[config.mk]
export PLATFORM = sky130hd
export DESIGN_NAME = serial_word_deser
export DESIGN_NICKNAME = d
export VERILOG_FILES = /design/src/rtl/serial_word_deser.sv
export SDC_FILE = /design/constraint.sdc
export NUM_CORES = 1
export LEC_CHECK = 0
export BUFFER_PORTS_ARGS = -buffer_cell sky130_fd_sc_hd__buf_2
export CAP_MARGIN = 20
export CORE_UTILIZATION = 30
export DETAILED_ROUTE_END_ITERATION = 16
export GPL_TIMING_DRIVEN = 0
export PLACE_DENSITY_LB_ADDON = 0.25
export SYNTH_ARGS = -nofsm -noshare
export SYNTH_HDL_FRONTEND = slang
export SYNTH_SLANG_ARGS = --single-unit
[constraint.sdc]
create_clock -name clk -period 1.5 [get_ports clk]
set_input_delay 0.3 -clock clk [delete_from_list [all_inputs] [get_ports clk]]
set_output_delay 0.3 -clock clk [all_outputs]
set_load 0.05 [all_outputs]
[src/rtl/serial_word_deser.sv]
`default_nettype none
// ============================================================================
// Module   : serial_word_deser
// Purpose  : MSB-first serial-to-word deserializer with a one-word valid/ready
//            holding register and sticky overrun flag.
//            Optional even-parity trailer bit: SERIAL_WORD_DESER_PARITY_EN.
// Revision : 1.0 - initial release
// ============================================================================
module serial_word_deser #(
    parameter int WIDTH = 8
) (
    input  logic                       clk,
    input  logic                       reset,
    input  logic                       bit_in,
    input  logic                       bit_valid,
    output logic [WIDTH-1:0]           out_data,
    output logic                       out_valid,
    input  logic                       out_ready,
    output logic [$clog2(WIDTH+1)-1:0] bit_cnt,
    output logic                       overrun
`ifdef SERIAL_WORD_DESER_PARITY_EN
    ,
    output logic                       parity_err
`endif
);

    localparam int c_CNT_W = $clog2(WIDTH+1);
`ifdef SERIAL_WORD_DESER_PARITY_EN
    localparam int                 c_SH_W = WIDTH;
    localparam logic [c_CNT_W-1:0] c_LAST = c_CNT_W'(WIDTH);
`else
    // The newest bit joins the word straight from bit_in, so only WIDTH-1 bits are stored.
    localparam int                 c_SH_W = WIDTH - 1;
    localparam logic [c_CNT_W-1:0] c_LAST = c_CNT_W'(WIDTH - 1);
`endif

    logic [c_SH_W-1:0]  r_shreg;
    logic [c_CNT_W-1:0] r_cnt;
    logic [WIDTH-1:0]   r_data;
    logic               r_valid;
    logic               r_overrun;
    logic [WIDTH-1:0]   w_cand;
    logic               w_complete;
    logic               w_free;
`ifdef SERIAL_WORD_DESER_PARITY_EN
    logic               r_perr;
    logic               w_perr;
`endif

    always_comb begin
        w_complete = bit_valid && (r_cnt == c_LAST);
        w_free     = !r_valid || out_ready;
`ifdef SERIAL_WORD_DESER_PARITY_EN
        w_cand     = r_shreg;
        w_perr     = ^{r_shreg, bit_in};
`else
        w_cand     = {r_shreg, bit_in};
`endif
    end

    always_ff @(posedge clk) begin
        if (reset) begin
            r_shreg   <= '0;
            r_cnt     <= '0;
            r_data    <= '0;
            r_valid   <= 1'b0;
            r_overrun <= 1'b0;
`ifdef SERIAL_WORD_DESER_PARITY_EN
            r_perr    <= 1'b0;
`endif
        end else begin
            if (bit_valid) begin
                r_cnt <= w_complete ? '0 : r_cnt + c_CNT_W'(1);
`ifdef SERIAL_WORD_DESER_PARITY_EN
                if (!w_complete) begin
                    r_shreg <= {r_shreg[WIDTH-2:0], bit_in};
                end
`else
                r_shreg <= w_cand[WIDTH-2:0];
`endif
            end

            if (w_complete && w_free) begin
                r_data  <= w_cand;
                r_valid <= 1'b1;
`ifdef SERIAL_WORD_DESER_PARITY_EN
                r_perr  <= w_perr;
`endif
            end else if (r_valid && out_ready) begin
                r_valid <= 1'b0;
            end

            // A finished word with nowhere to go is dropped and flagged until reset.
            if (w_complete && !w_free) begin
                r_overrun <= 1'b1;
            end
        end
    end

    assign out_data  = r_data;
    assign out_valid = r_valid;
    assign bit_cnt   = r_cnt;
    assign overrun   = r_overrun;
`ifdef SERIAL_WORD_DESER_PARITY_EN
    assign parity_err = r_perr;
`endif

endmodule
`default_nettype wire

==> flow_metrics.env <==
export IMPL_status="finished clean"
export IMPL_syn_inst=83
export IMPL_insertion_delay_ns=0.30
export IMPL_required_ns=1.20
export IMPL_die_h_um=53.5
export IMPL_max_freq_mhz=745
export IMPL_vias=634
export IMPL_yosys_area_top_type_share_pct=52.8
export IMPL_rr_worst_depth=4
export IMPL_path_cells="buf_2"
export IMPL_worstSetupEndpointType="primary output"
export IMPL_p_leak_nw=0.421
export IMPL_drt_first_pass_iters=3
export IMPL_irDropWorstVdd_mv=0.332
export IMPL_skew_ns=0.0104
export IMPL_num_antenna_cells=0
export IMPL_path_buf_inv=1
export IMPL_grt_pass1_wl_um=2410
export IMPL_maxSlewViolCount=0
export IMPL_drt_iter0_drc=12
export IMPL_clockBufferDepth=2
export IMPL_viasPerCell=4.70
export IMPL_wirelength_um=1510
export IMPL_cts_sinks=21
export IMPL_hold_buffers=0
export IMPL_start_kind="flip-flop"
export IMPL_critPathTopFamily="flip-flops"
export IMPL_fin_crit_ns=1.34
export IMPL_dieArea_mm2=0.00286
export IMPL_total_power_uw=901
export IMPL_tightest_slew_ns=0.469
export IMPL_routedWlPerCell_um=11.2
export IMPL_design_area_um2=953
export IMPL_worstSetupPathDepth=1
export IMPL_die_w_um=53.5
export IMPL_relSlewSlack_pct=68.6
export IMPL_instances_no_fill=135
export IMPL_post_cts_buffers=0
export IMPL_hp_start="reset"
export IMPL_htree_num_levels=1
export IMPL_slowest_delay_ns=0.44
export IMPL_antenna_left=0
export IMPL_synth_area_leader_cell="dfxtp_1"
export IMPL_netlist_area_um2=796
export IMPL_tns_ns=0
export IMPL_maxCapViolCount=0
export IMPL_port_buffers=18
export IMPL_path_class="reg2out"
export IMPL_powerDensity_mw_per_mm2=945
export IMPL_synth_area_top_cells="dfxtp_1, mux2i_1, a21oi_1"
export IMPL_core_mm2=0.00250
export IMPL_ys_ff_latch=21
export IMPL_cts_resized=0
export IMPL_ys_types=18
export IMPL_place_area_um2=926
export IMPL_num_rows=18
export IMPL_antenna_found_initial=0
export IMPL_finalHoldViolations=0
export IMPL_synth_nets=89
export IMPL_drcViolationCount=0
export IMPL_drive_above_1_share_pct=25.7
export IMPL_synth_warnings=0
export IMPL_yosysSeqAreaShare_pct=52.8
export IMPL_cts_reportedPaths_clkPinSlew_ns=0.12
export IMPL_io_pins=19
export IMPL_dp_cells=131
export IMPL_dp_hpwl_um=1130
export IMPL_grt_use_total_pct=11.9
export IMPL_finalSetupViolCount=0
export IMPL_crit_arrival_ns=1.04
export IMPL_crit_start="bit_cnt[2]"
export IMPL_crit_slowest_cell="dfxtp_1"
export IMPL_holdPathStages=2
export IMPL_tritoncts="built"
export IMPL_cts_root_buffer="clkbuf_4"
export IMPL_whs_ns=0.174
export IMPL_grt_max_degree=13
export IMPL_start_util_pct=31.8
export IMPL_synthToLayoutAreaGrowth_pct=19.8
export IMPL_r2r_start="bit_cnt[0]"
export IMPL_syn_area_per_cell_um2=9.59
export IMPL_nets=112
export IMPL_path_max_fanout=5
export IMPL_gp_congestion=0.711
export IMPL_grt_overflow=0
export IMPL_rsz0062_at_grt="no"
export IMPL_period_share_pct=89.4
export IMPL_grt_pass1_vias=545
export IMPL_hold_path_class="in2reg"
export IMPL_numCtsBuffers=3
## registers in the layout (all words and copies together), names as in the netlist
signal     flops
overrun        1
r_shreg        7
out_data       8
out_valid      1
bit_cnt        4
## cells by family after synthesis
family	Yosys count	share of synthesized area, %
xor+xnor	2	2.20
simple gates	27	18.1
buf+inv	5	3.30
compound gates	19	11.9
flops	21	52.8
mux	8	10.1
fa+ha+maj	1	1.57
## through the flow
stage,setup WS [ns],utilization [%]
floorplan,0.125,-
global placement,0.251,37.0
detailed placement,0.190,37.0
CTS,0.154,38.1
global route,0.0214,38.1
finish,0.158,38.1
## layout make-up
type	count	area (µm²)
Buffer	5	26.3
Clock buffer	3	22.5
Clock inverter	1	5.00
Fill cell	256	1550
Multi-Input combinational cell	57	349
Sequential cell	21	423
Tap cell	30	37.5
Timing Repair Buffer	18	90.1
## synth_stat cells (all sizes together)
master / n
dfxtp: 21
nand3: 8
o21ai: 8
ha: 1
buf: 2
nand4b: 1
a21oi: 11
nor2: 10
nor3: 1
xor2: 2
mux2i: 8
clkbuf: 3
nand3b: 1
nand4: 1
nand2b: 2
nand2: 1
nor2b: 1
and4b: 1
## power by group
group          internal (mW)  switching, mW  total, mW
Clock                 0.0994          0.165      0.265
Sequential             0.566        0.00779      0.574
Combinational         0.0218         0.0408     0.0626
Total                  0.687          0.214      0.901
## metal layers
layer	vias up	global-route usage, %	part of all wire (%)
met2	8	19.8	48
met5	-	0	0
met1	291	14.5	49
met3	2	1.72	1.4
met4	0	6.58	0.73
li1	333	-	-
## cells in the final DEF, fill, tap and decap left out
cell type / count
dfxtp_1: 19
buf_2: 18
a21oi_1: 11
nor2_1: 10
mux2i_1: 8
nand3_1: 8
o21ai_0: 8
clkbuf_1: 3
clkbuf_4: 3
buf_4: 2
xor2_1: 2
nand2b_1: 2
dfxtp_2: 2
nand2_1: 1
nand4b_2: 1
nand3b_1: 1
and4b_1: 1
nor2b_1: 1
nand4_1: 1
nor3_1: 1
ha_1: 1
clkinv_2: 1
## final timing paths
path                  to  slack, ns
max           bit_cnt[2]       0.16
min           bit_cnt[3]       0.17
max reg2reg  out_data[3]       0.19
min reg2reg      overrun       0.48
Note: power is estimated with default switching activity, not from simulation.
